$ cat src/rtl/scroll_pkg.sv
// Shared types for the scroll sequencing controller: FSM states and row indexing.
package scroll_pkg;

  typedef enum logic [3:0] {
    IDLE,
    WAIT_TICK,
    SHIFT3,
    SHIFT2,
    SHIFT1,
    LOAD,
    W_RESTART,
    W_ROW,
    D_RESTART,
    D_ROW,
    FRAME_DONE
  } state_e;

  localparam int unsigned NUM_ROWS = 4;

  // Row index stored zero-based: 0 selects row 1, 3 selects row 4.
  typedef logic [1:0] row_t;

endpackage

$ cat src/rtl/frame_tick_divider.sv
// Frame tick counter: counts while running, holds at the terminal value while paused.
module frame_tick_divider #(
  parameter int unsigned TICK_CYCLES = 5_000_000
) (
  input  logic clk,
  input  logic rst,
  input  logic clear_i,
  input  logic run_i,
  input  logic pause_i,
  output logic advance_o
);

  localparam int unsigned CW = (TICK_CYCLES > 2) ? $clog2(TICK_CYCLES) : 1;
  localparam logic [CW-1:0] LAST = CW'(TICK_CYCLES - 1);

  logic [CW-1:0] cnt_q, cnt_d;
  logic          terminal;

  assign terminal  = (cnt_q == LAST);
  assign advance_o = run_i & terminal & ~pause_i;

  always_comb begin
    cnt_d = cnt_q;
    if (clear_i || advance_o) begin
      cnt_d = '0;
    end else if (run_i && !terminal) begin
      cnt_d = cnt_q + 1'b1;
    end
  end

  always_ff @(posedge clk or posedge rst) begin
    if (rst) begin
      cnt_q <= '0;
    end else begin
      cnt_q <= cnt_d;
    end
  end

endmodule

$ cat src/rtl/scroll_controller.sv
// Per-frame sequencer for the falling-letter datapath: shift/load, then rewrite and redraw four rows.
module scroll_controller
  import scroll_pkg::*;
#(
  parameter int unsigned TICK_CYCLES    = 5_000_000,
  parameter int unsigned TIMEOUT_CYCLES = 1_048_576
) (
  input  logic       clk,
  input  logic       reset,
  input  logic       start,
  input  logic       stop,
  input  logic       pause,
  input  logic       finish_update,
  output logic       load,
  output logic       shift1,
  output logic       shift2,
  output logic       shift3,
  output logic       restart,
  output logic       update,
  output logic       wren1,
  output logic       wren2,
  output logic       wren3,
  output logic       wren4,
  output logic       draw1,
  output logic       draw2,
  output logic       draw3,
  output logic       draw4,
  output logic       busy,
  output logic       error,
  output logic [7:0] frame_count
);

  localparam int unsigned TW = (TIMEOUT_CYCLES > 2) ? $clog2(TIMEOUT_CYCLES) : 1;
  localparam logic [TW-1:0] TMO_LAST = TW'(TIMEOUT_CYCLES - 1);
  localparam row_t ROW_LAST = row_t'(NUM_ROWS - 1);

  state_e        state_q, state_d;
  row_t          row_q, row_d;
  logic [TW-1:0] tmo_q, tmo_d;
  logic          err_q, err_d;
  logic [7:0]    frame_q, frame_d;
  logic          tick_adv, tick_clear, tick_run, accept;
  logic [NUM_ROWS-1:0] wr_en, dr_en;

  assign tick_run   = (state_q == WAIT_TICK) && !stop;
  assign tick_clear = (state_q == IDLE) && start && !stop;

  frame_tick_divider #(.TICK_CYCLES(TICK_CYCLES)) u_tick (
    .clk      (clk),
    .rst      (reset),
    .clear_i  (tick_clear),
    .run_i    (tick_run),
    .pause_i  (pause),
    .advance_o(tick_adv)
  );

  // tmo_q is zero only in the first cycle of a row visit, which masks a stale flag.
  assign accept = (tmo_q != '0) && finish_update;

  always_comb begin
    state_d = state_q;
    row_d   = row_q;
    tmo_d   = tmo_q;
    err_d   = err_q;
    frame_d = frame_q;
    if (stop) begin
      state_d = IDLE;
    end else begin
      unique case (state_q)
        IDLE: if (start) begin
          state_d = WAIT_TICK;
          err_d   = 1'b0;
        end
        WAIT_TICK: if (tick_adv) state_d = SHIFT3;
        SHIFT3:    state_d = SHIFT2;
        SHIFT2:    state_d = SHIFT1;
        SHIFT1:    state_d = LOAD;
        LOAD: begin
          row_d   = '0;
          state_d = W_RESTART;
        end
        W_RESTART, D_RESTART: begin
          tmo_d   = '0;
          state_d = (state_q == W_RESTART) ? W_ROW : D_ROW;
        end
        W_ROW, D_ROW: begin
          if (accept) begin
            if (row_q != ROW_LAST) begin
              row_d   = row_q + 1'b1;
              state_d = (state_q == W_ROW) ? W_RESTART : D_RESTART;
            end else begin
              row_d   = '0;
              state_d = (state_q == W_ROW) ? D_RESTART : FRAME_DONE;
            end
          end else if (tmo_q == TMO_LAST) begin
            err_d   = 1'b1;
            state_d = IDLE;
          end else begin
            tmo_d = tmo_q + 1'b1;
          end
        end
        FRAME_DONE: begin
          frame_d = frame_q + 8'd1;
          state_d = WAIT_TICK;
        end
        default: state_d = IDLE;
      endcase
    end
  end

  always_ff @(posedge clk or posedge reset) begin
    if (reset) begin
      state_q <= IDLE;
      row_q   <= '0;
      tmo_q   <= '0;
      err_q   <= 1'b0;
      frame_q <= '0;
    end else begin
      state_q <= state_d;
      row_q   <= row_d;
      tmo_q   <= tmo_d;
      err_q   <= err_d;
      frame_q <= frame_d;
    end
  end

  always_comb begin
    wr_en = '0;
    dr_en = '0;
    if (state_q == W_ROW) wr_en[row_q] = 1'b1;
    if (state_q == D_ROW) dr_en[row_q] = 1'b1;
  end

  assign shift3      = (state_q == SHIFT3);
  assign shift2      = (state_q == SHIFT2);
  assign shift1      = (state_q == SHIFT1);
  assign load        = (state_q == LOAD);
  assign restart     = (state_q == W_RESTART) || (state_q == D_RESTART);
  assign update      = (state_q == W_ROW) || (state_q == D_ROW);
  assign {wren4, wren3, wren2, wren1} = wr_en;
  assign {draw4, draw3, draw2, draw1} = dr_en;
  assign busy        = (state_q != IDLE) && (state_q != WAIT_TICK);
  assign error       = err_q;
  assign frame_count = frame_q;

endmodule

$ cat config.mk
export PLATFORM = sky130hd
export DESIGN_NAME = scroll_controller
export DESIGN_NICKNAME = d
export VERILOG_FILES = /design/src/rtl/scroll_pkg.sv /design/src/rtl/frame_tick_divider.sv /design/src/rtl/scroll_controller.sv
export SDC_FILE = /design/constraint.sdc
export NUM_CORES = 1
export LEC_CHECK = 0
export BUFFER_PORTS_ARGS = -buffer_cell sky130_fd_sc_hd__buf_4
export CAP_MARGIN = 5
export CELL_PAD_IN_SITES_DETAIL_PLACEMENT = 1
export CELL_PAD_IN_SITES_GLOBAL_PLACEMENT = 1
export CORE_MARGIN = 2
export CORE_UTILIZATION = 48
export CTS_BUF_LIST = sky130_fd_sc_hd__clkbuf_8
export DETAILED_ROUTE_END_ITERATION = 8
export PLACE_DENSITY = 0.85
export SLEW_MARGIN = 5
export SYNTH_ARGS = -nofsm -noshare
export SYNTH_HDL_FRONTEND = slang
export SYNTH_SLANG_ARGS = --single-unit
$ cat constraint.sdc
create_clock -name clk -period 2.45 [get_ports clk]
set_clock_uncertainty 0.05 [all_clocks]
set_input_delay 0.1225 -clock clk [delete_from_list [all_inputs] [get_ports clk]]
set_output_delay 0.1225 -clock clk [all_outputs]
set_load 0.005 [all_outputs]
-- After elaboration in Yosys (flattened, before gate mapping)
Index checks and enable logic that the tools add are counted.
- input port bits: 6
- output and inout bits: 24
- register bits: 58
- reductions and logical operators: 26
- order comparisons: 2
- $add $sub $neg: 4
- equality and inequality tests: 22
- muxes and demuxes: 26
- bitwise logic cells: 4
- operators with widths (cell ; number):
    $mux 23 ; 2
    $mux 20 ; 2
    $mux 4 ; 10
    $pmux 20 s2 ; 1
    $pmux 4 s9 ; 1
    $add 23x1->23 const B ; 1
    $eq 23x23->1 const B ; 1
    $add 20x1->20 const B ; 1
    $eq 20x20->1 const B ; 1
    $reduce_bool 20->1 ; 1
    $eq 4x3->1 const B ; 4
    $eq 4x4->1 const B ; 3
    $ne 2x2->1 const B ; 6
    $add 8x1->8 const B ; 1
    $eq 4x2->1 const B ; 2
    $reduce_bool 2->1 ; 4
    $logic_and 1x1->1 ; 7
    $mux 2 ; 3
    $reduce_and 3->1 ; 2
    $reduce_and 5->1 ; 1
    $eq 4x1->1 const B ; 1
    $logic_not 4->1 ; 1
    $mux 1 ; 4
    $ne 4x1->1 const B ; 1
    other kinds (17) ; 23

-- Longest topological paths before layout
Gate-level depths: netlist of the first run.
- depth in word-level cells: 7
- mapped depth: 9

-- Modules after synthesis
Synthesis of the first run repeated with hierarchy kept, for this count alone.
- cells, all modules: 400
- area total of the unflattened synthesis: 3580.9 µm²
- modules (own cells, without submodules) (module ; sequential area each (µm²) ; cells each ; area an instance (µm²) ; instances):
    scroll_controller ; 875.8 ; 250 ; 2228.4 ; 1
    frame_tick_divider ; 575.6 ; 150 ; 1352.5 ; 1

-- Least setup slack after synthesis of the first run
No wires, ideal clock.
- path type: reg2reg
- from: reg tmo_q[0]
- to: reg tmo_q[19]
- data arrival time: 1866 ps
- data required time: 2275 ps
- slack: 409 ps
- clock period less this slack: 2041 ps
- setup time: 125 ps
- buffers on the path: 1
- stages on the path, launching flop included: 8
- cell sequence: dfrtp_1 -> ha_1 -> nand4_1 -> nor4_2 -> and3_1 -> buf_4 -> nor3_1 -> mux2_2
- longest elaborated chain between the ends: 4
- elaborated cells on any way between the ends: 10
- those cells by class: 1 x add/sub; 3 x eq/ne; 3 x mux; 3 x reduce/logical
- ends and longest elaborated chain (element ; line ; source):
    start: declaration ; scroll_controller.sv:39 ; logic [TW-1:0] tmo_q, tmo_d;
    start signal: assignment ; scroll_controller.sv:121 ; tmo_q <= tmo_d;
    $add 20x1->20 or $reduce_bool 20->1 (tied branches) ; scroll_controller.sv:99, scroll_controller.sv:58 ;
    $mux 20 or $logic_and 1x1->1 (tied branches) ; scroll_controller.sv:95, scroll_controller.sv:58 ;
    $mux 20 or $ne 2x2->1 (tied branches) ; - ;
    $pmux 20 s2 or $reduce_and 4->1 (tied branches) ; - ;
Parallel ways exist; a longest one is shown, timed or not. The select of a mux whose other input is x is not followed.
A chain may end at the register's enable or synchronous reset.

-- Final worst setup path of the first run
- from: reg tmo_q[0]
- to: reg tmo_q[18]
The elaborated chain is that of the path after synthesis.

==> results of run 1 <==
[routing by layer]
metal  vias up  track usage  wire, um
li1       1649            -         -
met1      1807       0.3361      4750
met2        78       0.4824      5754
met3        28      0.04394       388
met4         0       0.1294       319
met5         -            0         0
[critical path: stages, from the launching register on]
cell and delay [ps]:
dfrtp_1 430, ha_2 250, nand4_1 240, nor4_4 400
nand3_1 180, or4b_1 550, a21oi_1 160
[kinds of logic after synthesis]
kind of cell,after synthesis,synth area share
AND/OR/NAND/NOR,183,0.2930
AO/OA/AOI/OAI,108,0.1965
flip-flops,58,0.3858
buffers and inverters,32,0.04789
adder cells (fa/ha/maj),11,0.03658
XOR/XNOR,10,0.02328
multiplexers,6,0.01696
[registers in the layout, summed over array words and instances, names as in the netlist]
name          flops
error             1
frame_count       8
row_q             2
state_q           4
tmo_q            20
u_tick.cnt_q     23
[power breakdown]
group | switching, mW | internal [mW]
Combinational | 0.138 | 0.0775
Sequential | 0.0415 | 0.987
Clock | 0.441 | 0.570
[synthesized netlist by cell type, types with 2 or more instances]
| library cell | n |
|---|---|
| a211oi_1 | 2 |
| a21o_1 | 2 |
| a21oi_1 | 34 |
| a31oi_1 | 4 |
| a32o_1 | 2 |
| and2_1 | 9 |
| and3_1 | 6 |
| and4_1 | 3 |
| buf_2 | 6 |
| buf_6 | 6 |
| clkbuf_1 | 6 |
| dfrtp_1 | 58 |
| ha_1 | 11 |
| inv_1 | 11 |
| mux2_2 | 3 |
| mux2i_1 | 3 |
| nand2_1 | 34 |
| nand2b_1 | 6 |
| nand3_1 | 17 |
| nand4_1 | 17 |
| nor2_1 | 23 |
| nor3_1 | 8 |
| nor3_2 | 2 |
| nor4_1 | 6 |
| nor4_2 | 4 |
| nor4bb_1 | 3 |
| o211ai_1 | 2 |
| o21ai_0 | 16 |
| o22a_1 | 2 |
| o31ai_1 | 21 |
| o41ai_1 | 8 |
| or2_2 | 3 |
| or3_1 | 6 |
| or4_1 | 21 |
| or4b_1 | 4 |
| xnor2_1 | 4 |
| xor2_1 | 6 |
[metrics by stage]
step | hold WS (ps) | instances
after global routing | 54.51 | 559
final | 44.13 | 559
after detailed placement | 73.40 | 541
after floorplan | 250.9 | 408
after global placement | 64.91 | 541
after CTS | 44.39 | 558
[layout make-up]
cell class	count	area, um2
Fill cell	898	3249
Multi-Input combinational cell	318	2152
Sequential cell	58	1451
Timing Repair Buffer	53	400.4
Tap cell	102	127.6
Clock buffer	9	123.9
Clock inverter	7	95.09
Inverter	12	47.55
[what timing repair did]
item | CTS | global route
buffers inserted | 0 | 1
gates resized for setup | 0 | 5
endpoints found under the hold margin | 15 | 0
setup endpoints to repair | 0 | 17
hold buffers | 1 | 0
[final timing paths]
kind	startpoint	cells past startpoint	slack, ps	endpoint
setup / recovery	tmo_q[0]	6	120	tmo_q[18]
hold / removal	start	3	40	state_q[0]
setup reg to reg	tmo_q[0]	6	120	tmo_q[18]
hold reg to reg	frame_count[7]	1	430	frame_count[7]
max in group asynchronous	reset	4	1380	tmo_q[12]
min in group asynchronous	reset	3	240	frame_count[6]
==> results.txt, run 1 <==
----------------------------------------------------
[Routing]
  Count of unresolved DRC violations after routing ... 0
  DRT Wirelength ... between 10000 and 15000 um
  Drt wl/cell ... ~20 um
  Routed via count ... 3562
  First-pass DRT Iterations ... 4
  Remaining antenna violation count ... 0
  Vias/cell ... 6.372
  Violation count after the first detailed-routing iteration ... 163

[Floorplan]
  Starting density of the core ... 0.4920
  Die Area ... 8563 um2
  Floorplan die width ... 92.54 um
  Std cell rows ... 32
  Number of placed I/O pins ... 30
  Vertical die dimension ... 92.54 um
  Core ar. ... approximately 7600 um2

[Synth]
  Number of distinct library cells after synthesis ... 66
  Netlist area before placement ... 3762 um2
  Yosys top cell by area ... dfrtp_1
  Seq/Total Area, Yosys ... 0.3858
  Area fraction of the dominant cell type after synthesis ... 0.3858
  EDFF count, synth ... 0
  Synthesized net count ... 425
  Average instance area after synthesis ... approximately 9.2 um2
  Gate count after technology mapping ... 408
  FFs w/ async S/R, synth ... 1.000
  Leading cell types by total area after synthesis ... dfrtp_1 (39%), a21oi_1 (4.5%), o31ai_1 (4.2%), or4_1 (4.2%), ha_1 (3.7%)
  Count of state elements after synthesis ... 58
  Main synth FF type ... dfrtp_1
  Synthesis warning total ... 0

[Pwr]
  Power density of the placed cells ... 512.9 nW/um2
  Tot Pwr ... approximately 2.3 mW
  Max VDD drop ... 0.2779 mV
  Leakage power figure ... 1.805 nW

[Global routing]
  Total track usage ... 0.2774
  Vias in the first global route ... around 3.8k
  Total congestion overflow after global routing ... 0
  Global-route wire length before repair ... 18730 um
  Number of antenna violations at the first check in global routing ... 0
  Pin count of the biggest net entering global routing ... 29

[Setup path]
  Crit path max fanout ... 5
  Type of origin of the critical path ... flip-flop
  Type of destination of the critical path ... flip-flop
  Worst setup path class ... flip-flop to flip-flop
  Worst Path Arrival ... 2560 ps
  Data required time of the critical path ... between 2000 and 3000 ps

[Timing]
  Crit path setup slack, layout ... 116.7 ps
  Max Fclk ... 0.4286 GHz
  Count of endpoints failing hold in the final timing report ... 0
  Count of endpoints failing setup in the final report ... 0
  Worst-margin pin slew ... approximately 500 ps
  Max Transition Viols Final ... 0
  Post-layout min period ... 2333 ps
  Setup Total Neg Slack ... 0 ps
  Remaining max-slew budget at the tightest pin ... 0.6605
  Final critical-path share of the clock period ... 0.9524

[Clocking]
  Clk slew on worst S/H paths ... 70 ps
  Clock buffers created by TritonCTS ... 9
  CTS tree ... yes
  H-tree lvl count ... 3
  Maximum clock path buffer count ... 2
  Clock latency on the worst-skew pair ... 360 ps
  Clock tree sinks ... 58
  Buffer cell driving the clock tree root ... clkbuf_8

[Final layout]
  Final cell utilization of the core ... 0.5751
  Most frequent cells in the layout ... dfrtp_1 (58), buf_4 (52), nand2_1 (34), a21oi_1 (34), nor2_1 (23)
  Proportion of layout cells with a drive suffix above 1 ... 0.2101
  Final nets ... 469
  Area growth, synth to finish ... 16.89%
  Most common library cell in the layout ignoring fill and taps ... dfrtp_1
  Final design area excluding fillers ... 4398 um2
  N_diodes ... 0

[Placed design]
  Number of I/O port buffers ... 29
  Place WS ... 87.21 ps
  Post-place instance area ... just over 4000 um2
  Final RePlAce weighted congestion ... 0.8096
  Post-detail-place hpwl ... 7772 um

[Hold path]
  Worst hold-check path type ... primary input to flip-flop

[Run status]
  Status ... complete, no violations

[Run]
  Max-cap violation count ... 0

----------------------------------------------------
No activity file was read; power rests on OpenSTA's default activity.
==> inputs of run 2 (changes only) <==
--- a/config.mk
+++ b/config.mk
@@ -7,13 +7,12 @@
 export LEC_CHECK = 0
 export BUFFER_PORTS_ARGS = -buffer_cell sky130_fd_sc_hd__buf_4
 export CAP_MARGIN = 5
-export CELL_PAD_IN_SITES_DETAIL_PLACEMENT = 1
-export CELL_PAD_IN_SITES_GLOBAL_PLACEMENT = 1
 export CORE_MARGIN = 2
-export CORE_UTILIZATION = 48
+export CORE_UTILIZATION = 62
 export CTS_BUF_LIST = sky130_fd_sc_hd__clkbuf_8
 export DETAILED_ROUTE_END_ITERATION = 8
 export PLACE_DENSITY = 0.85
+export SETUP_SLACK_MARGIN = 0.02
 export SLEW_MARGIN = 5
 export SYNTH_ARGS = -nofsm -noshare
 export SYNTH_HDL_FRONTEND = slang
==> results.txt, run 2 (synthesized netlist as in run 1, its figures left out) <==
----------------------------------------------------
[Run status]
  Status ... complete, no violations (unchanged)

[Pwr]
  Power density of the placed cells ... 513.4 nW/um2 (was 512.9 nW/um2)
  Internal power consumption ... 1.667 mW (was 1.635 mW)
  Power share of the sequential group ... 0.461 (was 0.456)
  Fraction of power consumed by the clock network ... 0.442 (was 0.448)
  Leakage power figure ... 1.804 nW (was 1.805 nW)
  Max VDD drop ... 0.3241 mV (was 0.2779 mV)
  Switching power total ... 0.5743 mW (was 0.6210 mW)
  Switching share of power ... 0.2562 (was 0.2753)
  Comb power frac ... 0.097 (was 0.096)

[Final layout]
  Area growth, synth to finish ... 16.03% (was 16.89%)
  Final nets ... 467 (was 469)
  Final cell utilization of the core ... 0.7417 (was 0.5751)
  Proportion of layout cells with a drive suffix above 1 ... 0.2000 (was 0.2101)
  Number of flip-flops under the largest register name ... 23 (unchanged)
  Area taken by flip-flops and latches ... 1451 um2 (unchanged)
  Multi-input gate area in the final layout ... 2131 um2 (was 2152 um2)
  Most common library cell in the layout ignoring fill and taps ... dfrtp_1 (unchanged)
  N_diodes ... 0 (unchanged)
  Fill count ... 427 (was 898)
  Register containing the most flip-flops in the final layout ... u_tick.cnt_q (unchanged)
  Most frequent cells in the layout ... dfrtp_1 (58), buf_4 (47), nand2_1 (34), a21oi_1 (34), nor2_1 (23) (was dfrtp_1 (58), buf_4 (52), nand2_1 (34), a21oi_1 (34), nor2_1 (23))

[Global routing]
  Total track usage ... 0.3083 (was 0.2774)
  Global-route wire length before repair ... 15950 um (was 18730 um)
  Total congestion overflow after global routing ... 0 (unchanged)
  Number of antenna violations at the first check in global routing ... 0 (unchanged)
  Pin count of the biggest net entering global routing ... 40 (was 29)
  Vias in the first global route ... 3354 (was 3809)

[Clocking]
  Clock tree sinks ... 58 (unchanged)
  Clock buffers created by TritonCTS ... 9 (unchanged)
  Clock latency on the worst-skew pair ... 340 ps (was 360 ps)
  Resize count post-CTS ... 0 (unchanged)
  Maximum clock path buffer count ... 2 (unchanged)
  Buffer cell driving the clock tree root ... clkbuf_8 (unchanged)
  Clk slew on worst S/H paths ... 70 ps (about the same)
  H-tree lvl count ... 3 (unchanged)
  CTS tree ... yes (unchanged)

[Timing]
  Post-layout min period ... 2384 ps (was 2333 ps)
  Max Transition Viols Final ... 0 (unchanged)
  Count of endpoints failing hold in the final timing report ... 0 (unchanged)
  WHS ... 41.28 ps (was 44.13 ps)
  Remaining max-slew budget at the tightest pin ... 0.6298 (was 0.6605)
  Max Fclk ... 0.4195 GHz (was 0.4286 GHz)
  Unrepaired setup endpoints after global routing ... false
  Worst-margin pin slew ... 550.4 ps (was 496.4 ps)
  Final critical-path share of the clock period ... 0.9730 (was 0.9524)
  Count of endpoints failing setup in the final report ... 0 (unchanged)
  Setup Total Neg Slack ... 0 ps (unchanged)

[Floorplan]
  Die Area ... 6708 um2 (was 8563 um2)
  Vertical die dimension ... 81.90 um (was 92.54 um)
  Std cell rows ... 28 (was 32)
  Floorplan die width ... 81.90 um (was 92.54 um)
  Starting density of the core ... 0.6392 (was 0.4920)
  Number of placed I/O pins ... 30 (unchanged)
  Core ar. ... 5886 um2 (was 7647 um2)

[Setup path]
  Crit path max fanout ... 28 (was 5)
  Type of origin of the critical path ... flip-flop (unchanged)
  Type of destination of the critical path ... flip-flop (unchanged)
  Worst setup path class ... flip-flop to flip-flop (unchanged)
  Worst Path Arrival ... 2590 ps (was 2560 ps)
  Register-to-register setup slack ... 70 ps (was 120 ps)
  Data required time of the critical path ... 2660 ps (was 2680 ps)

[Routing]
  Remaining antenna violation count ... 0 (unchanged)
  Count of unresolved DRC violations after routing ... 0 (unchanged)
  First-pass DRT Iterations ... 5 (was 4)
  DRT Wirelength ... 9883 um (was 11210 um)
  Vias/cell ... 6.792 (was 6.372)
  Routed via count ... 3600 (was 3562)
  Drt wl/cell ... 18.65 um (was 20.06 um)
  Violation count after the first detailed-routing iteration ... 396 (was 163)

[Placed design]
  Final RePlAce weighted congestion ... 0.9580 (was 0.8096)
  Number of I/O port buffers ... 29 (unchanged)
  Post-detail-place hpwl ... 6943 um (was 7772 um)

[Hold path]
  Worst hold-check path type ... primary input to flip-flop (unchanged)

[Run]
  Max-cap violation count ... 0 (unchanged)

----------------------------------------------------
run 2: worst max-delay path, cell delays in order, from the launching register on:
cell,delay [ps]
dfrtp_1,440
nor4_1,480
nand4_1,260
o211a_4,400
or4_1,520
a21oi_1,160
run 2: path summary, 6_finish.rpt:
check | from | to | cells past startpoint
max | tmo_q[14] | tmo_q[14] | 5
min | start | state_q[0] | 3
max reg2reg | tmo_q[14] | tmo_q[14] | 5
min reg2reg | frame_count[7] | frame_count[7] | 1
max in group asynchronous | reset | tmo_q[7] | 4
min in group asynchronous | reset | u_tick.cnt_q[7] | 3
run 2: timing repair:
| item | CTS | global route |
|---|---|---|
| hold buffers | 1 | 0 |
| setup buffers | 0 | 0 |
| endpoints found under the hold margin | 19 | 0 |
| endpoints found under the setup margin | 0 | 0 |
run 2: layout make-up:
type / instances / share of cell area
repair buffers: 51 / 0.09688
multi-input cells: 318 / 0.4881
clock inverters: 6 / 0.01863
inverters: 12 / 0.01089
flip-flops and latches: 58 / 0.3325
well taps: 75 / 0.02150
clock buffers: 10 / 0.03153
run 2: per-layer routing:
layer	routed length [um]	track usage
met3	692	0.04945
met5	0	0
met2	5077	0.5325
met1	3904	0.3836
met4	210	0.1233
run 2: metrics by stage:
step / instance area, um2 / std cells / setup slack (ps) / power, mW
after CTS: 4365 / 530 / 161.5 / 2.246
after global placement: 4136 / 513 / 260.9 / 1.252
final: 4365 / 530 / 66.23 / 2.241
after floorplan: 3762 / 408 / 408.9 / 1.181
after global routing: 4365 / 530 / 31.80 / 2.325
after detailed placement: 4136 / 513 / 191.3 / 1.259
run 2: power groups by stage:
stage                     registers (mW)  clock network [mW]  logic, mW
after floorplan                     1.03                   0      0.147
after CTS                           1.03               0.996      0.217
after detailed placement            1.05                   0      0.213
final                               1.03               0.990      0.218
after global routing                1.04                1.05      0.242
after global placement              1.04                   0      0.207
==> inputs of run 3 (changes only) <==
==> constraint.sdc (replaced) <==
create_clock -name clk -period 2.6 [get_ports clk]
set_clock_uncertainty 0.05 [all_clocks]
set_input_delay 0.13 -clock clk [delete_from_list [all_inputs] [get_ports clk]]
set_output_delay 0.13 -clock clk [all_outputs]
set_load 0.005 [all_outputs]
==> results.txt, run 3 (synthesized netlist as in run 1, its figures left out) <==
----------------------------------------------------
[Routing]
  Routed via count ... 3453 (was 3600)
  First-pass DRT Iterations ... 5 (unchanged)
  Drt wl/cell ... 16.86 um (was 18.65 um)
  Vias/cell ... 6.628 (was 6.792)
  Violation count after the first detailed-routing iteration ... 324 (was 396)
  Remaining antenna violation count ... 0 (unchanged)
  Count of unresolved DRC violations after routing ... 0 (unchanged)
  DRT Wirelength ... 8782 um (was 9883 um)

[Global routing]
  Global Route met1 Usage ... 0.3687 (was 0.3836)
  Total track usage ... 0.2815 (was 0.3083)
  Total congestion overflow after global routing ... 0 (unchanged)
  Vias in the first global route ... 3247 (was 3354)
  Global Route met2 Usage ... 0.4512 (was 0.5325)
  Global-route wire length before repair ... 14680 um (was 15950 um)
  Global routing usage on met3 ... 0.05165 (was 0.04945)
  Top Usage Layer GRT ... met2 (unchanged)
  Pin count of the biggest net entering global routing ... 59 (was 40)
  Number of antenna violations at the first check in global routing ... 0 (unchanged)

[Floorplan]
  Std cell rows ... 28 (unchanged)
  Die Area ... 6708 um2 (unchanged)
  Starting density of the core ... 0.6392 (unchanged)
  Floorplan die width ... 81.90 um (unchanged)
  Number of placed I/O pins ... 30 (unchanged)
  Core ar. ... 5886 um2 (unchanged)
  Vertical die dimension ... 81.90 um (unchanged)

[Setup path]
  Startpoint of the worst register-to-register path ... state_q[3] (was tmo_q[14])
  Worst Path Arrival ... 2560 ps (was 2590 ps)
  Type of origin of the critical path ... flip-flop (unchanged)
  Worst setup path class ... flip-flop to flip-flop (unchanged)
  Crit path max fanout ... 13 (was 28)
  Length in cells of the worst reg-to-reg path ... 5 (unchanged)
  Critical R2R Capture ... tmo_q[8] (was tmo_q[14])
  Type of destination of the critical path ... flip-flop (unchanged)
  Data required time of the critical path ... 2780 ps (was 2660 ps)
  Register-to-register setup slack ... 230 ps (was 70 ps)

[Timing]
  Post-layout min period ... 2374 ps (was 2384 ps)
  WHS ... 42.76 ps (was 41.28 ps)
  Worst-margin pin slew ... 736.0 ps (was 550.4 ps)
  Max Fclk ... 0.4213 GHz (was 0.4195 GHz)
  Count of endpoints failing setup in the final report ... 0 (unchanged)
  Remaining max-slew budget at the tightest pin ... 0.5093 (was 0.6298)
  Unrepaired setup endpoints after global routing ... false (unchanged)
  Count of endpoints failing hold in the final timing report ... 0 (unchanged)
  Final critical-path share of the clock period ... 0.9129 (was 0.9730)
  Crit path setup slack, layout ... 226.4 ps (was 66.23 ps)
  Max Transition Viols Final ... 0 (unchanged)
  Setup Total Neg Slack ... 0 ps (unchanged)

[Pwr]
  Internal power consumption ... 1.363 mW (was 1.667 mW)
  Power density of the placed cells ... 449.9 nW/um2 (was 513.4 nW/um2)
  Fraction of power consumed by the clock network ... 0.389 (was 0.442)
  Max VDD drop ... 0.3069 mV (was 0.3241 mV)
  Power share of the sequential group ... 0.512 (was 0.461)
  Tot Pwr ... 1.895 mW (was 2.241 mW)
  Switching share of power ... 0.2810 (was 0.2562)
  Leakage power figure ... 1.718 nW (was 1.804 nW)
  Switching power total ... 0.5327 mW (was 0.5743 mW)
  Comb power frac ... 0.099 (was 0.097)

[Hold path]
  Launch instance of the worst min-delay path ... start (unchanged)
  Endpoint with the worst hold slack ... state_q[0] (unchanged)
  Worst Hold Path Cells ... 3 (unchanged)
  Worst hold-check path type ... primary input to flip-flop (unchanged)

[Final layout]
  Final cell utilization of the core ... 0.7158 (was 0.7417)
  Final instance count without filler cells ... 521 (was 530)
  Number of flip-flops under the largest register name ... 23 (unchanged)
  Final nets ... 458 (was 467)
  Most frequent cells in the layout ... dfrtp_1 (58), buf_4 (41), nand2_1 (34), a21oi_1 (34), nor2_1 (23) (was dfrtp_1 (58), buf_4 (47), nand2_1 (34), a21oi_1 (34), nor2_1 (23))
  Register containing the most flip-flops in the final layout ... u_tick.cnt_q (unchanged)
  Area growth, synth to finish ... 11.97% (was 16.03%)
  N_diodes ... 0 (unchanged)
  Proportion of layout cells with a drive suffix above 1 ... 0.1839 (was 0.2000)
  Final design area excluding fillers ... 4213 um2 (was 4365 um2)
  Most common library cell in the layout ignoring fill and taps ... dfrtp_1 (unchanged)

[Clocking]
  Clock buffers created by TritonCTS ... 9 (unchanged)
  Resize count post-CTS ... 0 (unchanged)
  H-tree lvl count ... 3 (unchanged)
  Buffer cell driving the clock tree root ... clkbuf_8 (unchanged)
  Clock latency on the worst-skew pair ... 350 ps (was 340 ps)
  Clock tree sinks ... 58 (unchanged)
  Maximum clock path buffer count ... 2 (unchanged)
  CTS tree ... yes (unchanged)
  Buffers inserted during post-CTS setup optimization ... 0 (unchanged)
  Clk slew on worst S/H paths ... 70 ps (about the same)
  Hold buffers post-CTS ... 1 (unchanged)

[Placed design]
  Number of I/O port buffers ... 29 (unchanged)
  Place WS ... 300.9 ps (was 191.3 ps)
  Post-detail-place hpwl ... 6141 um (was 6943 um)
  Post-place instance area ... 4031 um2 (was 4136 um2)
  Final RePlAce weighted congestion ... 0.9293 (was 0.9580)
  Total placed cells including tap cells ... 504 (was 513)

[Run status]
  Status ... complete, no violations (unchanged)

[Run]
  Max-cap violation count ... 0 (unchanged)

----------------------------------------------------
-- run 3: power by group through the flow --
stage	registers [mW]	logic [mW]	clock network, mW
2_1_floorplan	0.975	0.138	0
3_3_place_gp	0.983	0.180	0
3_5_place_dp	0.986	0.184	0
4_1_cts	0.969	0.187	0.747
5_1_grt	0.976	0.212	0.789
6_report	0.971	0.188	0.737
-- run 3: critical path, cell delays in order, from the launching register on --
cell      delay (ps)
dfrtp_1          520
or3b_1           510
a21o_4           280
a211oi_1         390
nand2_1          230
o41ai_1          290
-- run 3: how the worst max path moves through the flow --
stage / from / endpoint / slack, ps / cells after the start
6_report: state_q[3] / tmo_q[8] / 230 / 5
5_1_grt: state_q[3] / tmo_q[8] / 100 / 5
4_1_cts: state_q[3] / tmo_q[18] / 270 / 5
3_5_place_dp: state_q[3] / row_q[0] / 300 / 6
3_3_place_gp: state_q[3] / tmo_q[18] / 260 / 5
2_1_floorplan: tmo_q[0] / tmo_q[19] / 560 / 7
-- run 3: routing by layer --
metal | vias to the layer above | share of wire
met1 | 1663 | 0.42
met2 | 129 | 0.49
met3 | 17 | 0.065
met5 | - | 0
met4 | 0 | 0.021
li1 | 1644 | -
-- run 3: layout make-up --
cell class / instances / area, um2
clock buffer: 10 / 137.6
fill: 448 / 1673
clock inverter: 6 / 33.78
multi-input combinational: 318 / 2131
sequential: 58 / 1451
inverter: 12 / 47.55
timing repair buffer: 42 / 317.8
tap: 75 / 93.84
